## src/rtl/crc_frame_ctrl.sv

```systemverilog
// Frame sequencer for the parallel CRC-8 path: buffers one source frame, drives generator/checker enables.
// Define CRC_CTRL_RETRY_EN to build the frame buffer and replay-on-failure logic.
module crc_frame_ctrl #(
  parameter int MAX_LEN   = 8,
  parameter int PIPE_LAT  = 3,
  parameter int MAX_RETRY = 3
) (
  input  logic       clk,
  input  logic       reset,
  input  logic       start,
  input  logic [3:0] len,
  input  logic       src_valid,
  input  logic [7:0] src_data,
  output logic       src_ready,
  output logic       eng_clr,
  output logic [7:0] gen_data,
  output logic       gen_en,
  output logic       chk_en,
  input  logic       chk_valid,
  output logic       busy,
  output logic       done,
  output logic       frame_ok,
  output logic [1:0] retry_cnt,
  output logic [2:0] state_dbg
);

  // Source handshake: a byte moves on a cycle where src_valid and src_ready are both high;
  // src_ready is a pure function of state and never waits on src_valid.
  typedef enum logic [2:0] {IDLE, CLR, FILL, FLUSH, CHECK, REPLAY, FIN} state_t;

`ifdef CRC_CTRL_RETRY_EN
  localparam int RETRY_LIMIT = MAX_RETRY;
`else
  localparam int RETRY_LIMIT = MAX_RETRY * 0;
`endif

  localparam logic [3:0] MAX_LEN_W        = 4'(MAX_LEN);
  localparam logic [3:0] FLUSH_FIRST_LAST = 4'(PIPE_LAT - 1);
  localparam logic [3:0] FLUSH_RETRY_LAST = 4'(PIPE_LAT - 2);
  localparam logic [1:0] RETRY_LIMIT_W    = 2'(RETRY_LIMIT);

  state_t     state, state_next;
  logic [3:0] len_q, byte_cnt, flush_cnt;
  logic [1:0] retry_q;
  logic       accept, len_ok, last_byte, retrying, flush_last, can_retry;

  assign accept    = (state == FILL) && src_valid;
  assign len_ok    = (len != 4'd0) && (len <= MAX_LEN_W);
  assign last_byte = (byte_cnt == len_q - 4'd1);
  assign retrying  = (retry_q != 2'd0);
  assign can_retry = (retry_q < RETRY_LIMIT_W);
  // A replay keeps gen_en aligned with its state, so its flush is one cycle shorter.
  assign flush_last = retrying ? (flush_cnt == FLUSH_RETRY_LAST) : (flush_cnt == FLUSH_FIRST_LAST);

  assign src_ready = (state == FILL);
  assign eng_clr   = (state == CLR);
  assign busy      = (state != IDLE);
  assign done      = (state == FIN);
  assign retry_cnt = retry_q;
  assign state_dbg = state;

`ifdef CRC_CTRL_RETRY_EN
  localparam int AW = (MAX_LEN > 1) ? $clog2(MAX_LEN) : 1;
  logic [7:0]    buf_mem [0:(1 << AW) - 1];
  logic [AW-1:0] rd_idx;
  logic [7:0]    buf_rd;

  assign rd_idx = (state == CLR) ? '0 : AW'(byte_cnt + 4'd1);
  assign buf_rd = buf_mem[rd_idx];

  always_ff @(posedge clk) begin
    if (accept) buf_mem[byte_cnt[AW-1:0]] <= src_data;
  end
`endif

  always_ff @(posedge clk or negedge reset) begin
    if (!reset) state <= IDLE;
    else        state <= state_next;
  end

  always_comb begin
    state_next = state;
    case (state)
      IDLE:   if (start) state_next = len_ok ? CLR : FIN;
      CLR: begin
        state_next = FILL;
`ifdef CRC_CTRL_RETRY_EN
        if (retrying) state_next = REPLAY;
`endif
      end
      FILL:   if (accept && last_byte) state_next = FLUSH;
`ifdef CRC_CTRL_RETRY_EN
      REPLAY: if (last_byte) state_next = (PIPE_LAT == 1) ? CHECK : FLUSH;
`endif
      FLUSH:  if (flush_last) state_next = CHECK;
      CHECK:  state_next = (chk_valid || !can_retry) ? FIN : CLR;
      FIN:    state_next = IDLE;
      default: state_next = IDLE;
    endcase
  end

  always_ff @(posedge clk or negedge reset) begin
    if (!reset) begin
      len_q     <= 4'd0;
      byte_cnt  <= 4'd0;
      flush_cnt <= 4'd0;
      retry_q   <= 2'd0;
      gen_data  <= 8'h00;
      gen_en    <= 1'b0;
      chk_en    <= 1'b0;
      frame_ok  <= 1'b0;
    end else begin
      gen_en <= 1'b0;
      // chk_en spans from the cycle after the first gen_en to the end of CHECK, gaps included.
      if (state == CHECK)  chk_en <= 1'b0;
      else if (gen_en)     chk_en <= 1'b1;
      case (state)
        IDLE: if (start) begin
          len_q    <= len;
          byte_cnt <= 4'd0;
          retry_q  <= 2'd0;
          frame_ok <= 1'b0;
        end
        CLR: begin
          byte_cnt  <= 4'd0;
          flush_cnt <= 4'd0;
`ifdef CRC_CTRL_RETRY_EN
          if (retrying) begin
            gen_data <= buf_rd;
            gen_en   <= 1'b1;
          end
`endif
        end
        FILL: begin
          flush_cnt <= 4'd0;
          if (accept) begin
            gen_data <= src_data;
            gen_en   <= 1'b1;
            byte_cnt <= last_byte ? 4'd0 : byte_cnt + 4'd1;
          end
        end
`ifdef CRC_CTRL_RETRY_EN
        REPLAY: begin
          if (last_byte) byte_cnt <= 4'd0;
          else begin
            gen_data <= buf_rd;
            gen_en   <= 1'b1;
            byte_cnt <= byte_cnt + 4'd1;
          end
        end
`endif
        FLUSH: flush_cnt <= flush_cnt + 4'd1;
        CHECK: begin
          if (chk_valid)      frame_ok <= 1'b1;
          else if (can_retry) retry_q  <= retry_q + 2'd1;
        end
        default: ;
      endcase
    end
  end

endmodule

```

## config.mk

```make
export PLATFORM = sky130hd
export DESIGN_NAME = crc_frame_ctrl
export DESIGN_NICKNAME = d
export VERILOG_FILES = /design/src/rtl/crc_frame_ctrl.sv
export SDC_FILE = /design/constraint.sdc
export NUM_CORES = 1
export LEC_CHECK = 0
export CAP_MARGIN = 20
export CORE_AREA = 10 10 64 66
export DETAILED_ROUTE_END_ITERATION = 8
export DIE_AREA = 0 0 74 76
export PLACE_DENSITY_LB_ADDON = 0.05
export SLEW_MARGIN = 20
export SYNTH_ARGS = -nofsm -noshare
export SYNTH_HDL_FRONTEND = slang
export SYNTH_SLANG_ARGS = --single-unit
```

## constraint.sdc

```tcl
create_clock -name clk -period 4.4 [get_ports clk]
set_input_delay 1.1 -clock clk [delete_from_list [all_inputs] [get_ports clk]]
set_output_delay 1.1 -clock clk [all_outputs]
set_load 0.01 [all_outputs]
```

=== Word-level counts from Yosys, hierarchy flattened ===
Cells that the tools add are included.
W data, S select, Z words.

* Register bits: 28
* Latch bits: 0
* Memory bits (writable): 0
* ROM bits: 0
* Bits of input ports: 17
* Word-level logic and storage cells: 73
* Memories kept: 0

* $add $sub $neg: 4
* Multipliers: 0
* Div/mod/pow operators: 0
* $lt $le $gt $ge: 2
* Equal/unequal tests: 15
* Shifts and indexed selects: 0
* Muxes and demuxes: 23
* Bitwise logic cells: 0
* Reduce and logical (&&, ||, !) cells: 20

{| class="wikitable"
|+ Operators with widths
! kind !! number
|-
| $mux W3 || 5
|-
| $pmux W3 S5 || 1
|-
| $mux W4 || 3
|-
| $pmux W4 S3 || 1
|-
| $ne A2 B2 Y1 const B || 5
|-
| $reduce_and A3 Y1 || 3
|-
| $add A4 B1 Y4 const B || 2
|-
| $pmux W4 S2 || 1
|-
| $reduce_bool A2 Y1 || 4
|-
| $mux W1 || 7
|-
| $eq A3 B2 Y1 const B || 2
|-
| $eq A3 B3 Y1 const B || 2
|-
| $mux W2 || 3
|-
| $reduce_bool A3 Y1 || 2
|-
| $eq A4 B1 Y1 const B || 1
|-
| $eq A4 B2 Y1 const B || 1
|-
| $eq A4 B4 Y1 || 1
|-
| $le A4 B4 Y1 const B || 1
|-
| $ne A2 B1 Y1 const B || 2
|-
| $pmux W2 S2 || 1
|-
| $reduce_and A2 Y1 || 2
|-
| $reduce_and A4 Y1 || 1
|-
| $reduce_bool A4 Y1 || 1
|-
| $sub A4 B1 Y4 const B || 1
|-
| other kinds (9) || 11
|}

=== Depth between registers and ports, before layout ===
* Depth in word-level cells: 5
* Mapped depth: 7
* Depth with buffers taken out: 6

=== Least setup slack after synthesis ===
OpenSTA, ideal clock, no wires.

* Kind: register to output
* From: register state[2] (netlist: state_dbg[2])
* To: output done
* Arrival: 1040 ps
* Data required time: 3300 ps
* Path slack: 2260 ps
* Cell stages (with the launch flop): 4
* Path buffers: 2
* Path through: dfrtp_1 buf_2 clkbuf_1 and2_1

* Word-level cells in the longest chain between the ends: 1

{| class="wikitable"
|+ RTL lines
! element !! RTL line !! RTL
|-
| from (decl) || 42 || <nowiki>state_t state, state_next;</nowiki>
|-
| from (signal assigned) || 78 || <nowiki>else state <= state_next;</nowiki>
|-
| $eq A3 B3 Y1 || 58 || <nowiki>assign done = (state == FIN);</nowiki>
|-
| to (decl) || 21 || <nowiki>output logic done,</nowiki>
|}

No other way between the ends.

=== Worst setup path after layout ===
* From: register state[2] (netlist: state_dbg[2])
* To: output src_ready

* Word-level cells in the longest chain between the ends: 1

{| class="wikitable"
|+ RTL lines
! element !! RTL line !! RTL
|-
| $eq A3 B2 Y1 || 55 || <nowiki>assign src_ready = (state == FILL);</nowiki>
|-
| to (decl) || 14 || <nowiki>output logic src_ready,</nowiki>
|}

No other way between the ends.

==> flow_metrics.tcl <==
set metrics [dict create \
    outcome "finished, final reports clean" \
    antenna_left 0 \
    globalRouteOverflowTotal 0 \
    largest_net_degree_at_the_start_of_global_routing 27 \
    synth_async_sr_flop_share_pct 100 \
    hold_path.class "reg2reg" \
    synth.yosys.warnings 0 \
    antenna_found_initial 0 \
    area_growth_syn_to_layout_pct 26.1 \
    r2r-end "byte_cnt[2]" \
    critPathLaunch "state_dbg[2]" \
    rsz0062_at_grt "no" \
    drtPass1Iterations 4 \
    postLayoutCellArea_mm2 0.00176 \
    postSynthAreaPerCell_um2 10.6 \
    post_layout_min_period_ns 3.04 \
    place_hpwl_mm 2.42 \
    synth_enable_flop_cells 0 \
    place_area_mm2 0.00173 \
    floorplan.die.height_um 76 \
    drt_iter0_markers 50 \
    gp_congestion 0.704 \
    htree_num_levels 1 \
    tritoncts "built" \
    synth.cell_area_mm2 0.00139 \
    peakVddDrop_mv 0.364 \
    ys_seq_elements 26 \
    cts.root.buffer_cell "clkbuf_4" \
    maxSlewViolCount 0 \
    cts_repair_resize_count 0 \
    grt_pass1_vias 1110 \
    setup.reg_to_reg.worst_slack_ns 2.43 \
    final_cells 196 \
    die-area_mm2 0.00562 \
    p_per_area_mw_per_mm2 649 \
    critical_path.max_fanout 20 \
    timing.setup.critical_path_class "reg2out" \
    multi_input_area_um2 679 \
    cp_data_required_time_ns 3.30 \
    critPathLaunchType "flop" \
    rows 20 \
    worst_hold_slack_ns 0.527 \
    sort_of_element_at_the_end_of_the_critical_path "output pin" \
    wire_length_per_cell_after_detailed_routing_um 15.7 \
    placed_cells 193 \
    clk_pin_slew_worst_paths_ns 0.14 \
    finalClockSkew_ns 0.00300 \
    start_util_pct 47.6 \
    global_route_wire_length_before_repair_mm 5.05 \
    final_nets 186 \
    cts_buffers 3 \
    worst_r2r_startpoint "state_dbg[2]" \
    hold_depth 1 \
    postSynth.topFlopCell "dfrtp_1" \
    finalCritPeriodShare_pct 69.2 \
    fmaxAchievable_mhz 329 \
    drc 0 \
    cts.sink_count 26 \
    min_to "gen_data[4]" \
    total_power_mw 1.14 \
    worst-endpoint-arrival_ns 1.94 \
    vias 1075 \
    drive_above_1_share_pct 14.7 \
    vias_per_cell 5.48 \
    number_of_fill_cells_in_the_layout 278 \
    mostFrequentLayoutCell "clkdlybuf4s50_1" \
    die-width_um 74 \
    ff2ff_path_depth 4 \
    tightestPinTransition_ns 0.762 \
    totalWireLength_mm 3.08 \
    ctsHoldBuffers 0 \
    max_slew_headroom_pct 49.2 \
    cap_violations 0 \
    globalRouteTotalUtil_pct 11.1 \
    cts_setup_buffers 0 \
    maximum_number_of_buffers_from_clock_root_to_sink 2 \
    worstHoldStart "gen_data[4]" \
    placeableCoreArea_mm2 0.00293 \
    synth_cell_type_count 42 \
    clock_insertion_delay_worst_skew_ns 0.32 \
    number_of_top_level_pins 37 \
    timing.final.setup_violations 0 \
    top_library_cells_by_usage_in_the_layout_fill_and_taps_aside "clkdlybuf4s50_1 (33), dfrtp_1 (26), mux2_2 (12)" \
    p_leak_nw 0.738 \
    synthCells 131 \
    antennaDiodeCount 0 \
    setup_total_neg_slack_ns 0 \
    placement.io_buffers 34 \
    synth.yosys.seq_area_share_pct 46.7 \
    register_area_um2 651 \
    hold_violations 0 \
]
cell families (layout without fill, tap and decap cells):
| group | Yosys count | in the layout | synth area share (%) |
|---|---|---|---|
| AOI/OAI and AO/OA | 30 | 30 | 13.8 |
| xor gates and xnor gates | 7 | 7 | 4.94 |
| adders and majority gates | 4 | 4 | 3.59 |
| muxes | 13 | 13 | 10.4 |
| buffers and inverters | 13 | 44 | 4.76 |
| and+or+nand+nor | 37 | 37 | 15.5 |
| other | 1 | 2 | 0.269 |
| DFF | 26 | 26 | 46.7 |
stage by stage:
step	worst slack [ns]	util [%]
finish	1.36	60.0
CTS	1.34	60.0
detailed placement	1.45	59.2
global route	1.21	60.0
global placement	1.50	59.4
floorplan	2.26	-
cell usage after synthesis, types with 2 or more instances:
| cell | number | area share [%] |
|---|---|---|
| a21oi_1 | 8 | 2.9 |
| buf_2 | 2 | 0.72 |
| buf_4 | 2 | 1.1 |
| dfrtp_1 | 26 | 47 |
| ha_1 | 4 | 3.6 |
| inv_1 | 7 | 1.9 |
| mux2_2 | 12 | 9.7 |
| nand2_1 | 7 | 1.9 |
| nand2b_1 | 3 | 1.3 |
| nand3_1 | 2 | 0.72 |
| nand3b_1 | 3 | 1.6 |
| nor2_1 | 7 | 1.9 |
| nor3_1 | 5 | 1.8 |
| o21ai_0 | 10 | 3.6 |
| or2_2 | 2 | 0.90 |
| xnor2_1 | 4 | 2.5 |
| xor2_1 | 2 | 1.3 |
power breakdown:
part | leakage [nW] | internal, mW | total (mW) | switching (mW)
Combinational | 0.399 | 0.326 | 0.597 | 0.271
Clock | 0.0138 | 0.0321 | 0.104 | 0.0717
Sequential | 0.325 | 0.333 | 0.439 | 0.106
Total | 0.738 | 0.691 | 1.14 | 0.448
sequential cells by signal (all words and copies together), names as in the netlist:
register / count
frame_ok: 1
byte_cnt: 4
gen_en: 1
gen_data: 8
chk_en: 1
len_q: 4
state_dbg: 3
flush_cnt: 4
layer usage:
metal,vias to the layer above,share of wire [%],track usage (%)
li1,523,-,-
met2,22,53,19.5
met3,5,5.6,2.86
met1,525,40,11.9
met5,-,0,0
met4,0,1.7,4.48
area by class of cell:
class                      count  share of cell area, %
tap                           33                   2.35
inverter                       7                   1.50
sequential                    26                   37.1
multi-input combinational     93                   38.7
timing repair buffer          34                   19.1
clock buffer                   3                   1.28
worst max-delay path by stage:
stage,endpoint,slack [ns]
after global placement,byte_cnt[2],1.50
final,src_ready,1.36
after detailed placement,byte_cnt[2],1.45
after CTS,src_ready,1.34
after floorplan,done,2.26
after global routing,src_ready,1.21
critical path: stages (launching register included):
cell and delay, ns:
dfrtp_1 0.77, nand2b_1 0.27, inv_1 0.09, clkdlybuf4s50_1 0.48
No activity file was read; power rests on OpenSTA's default activity.
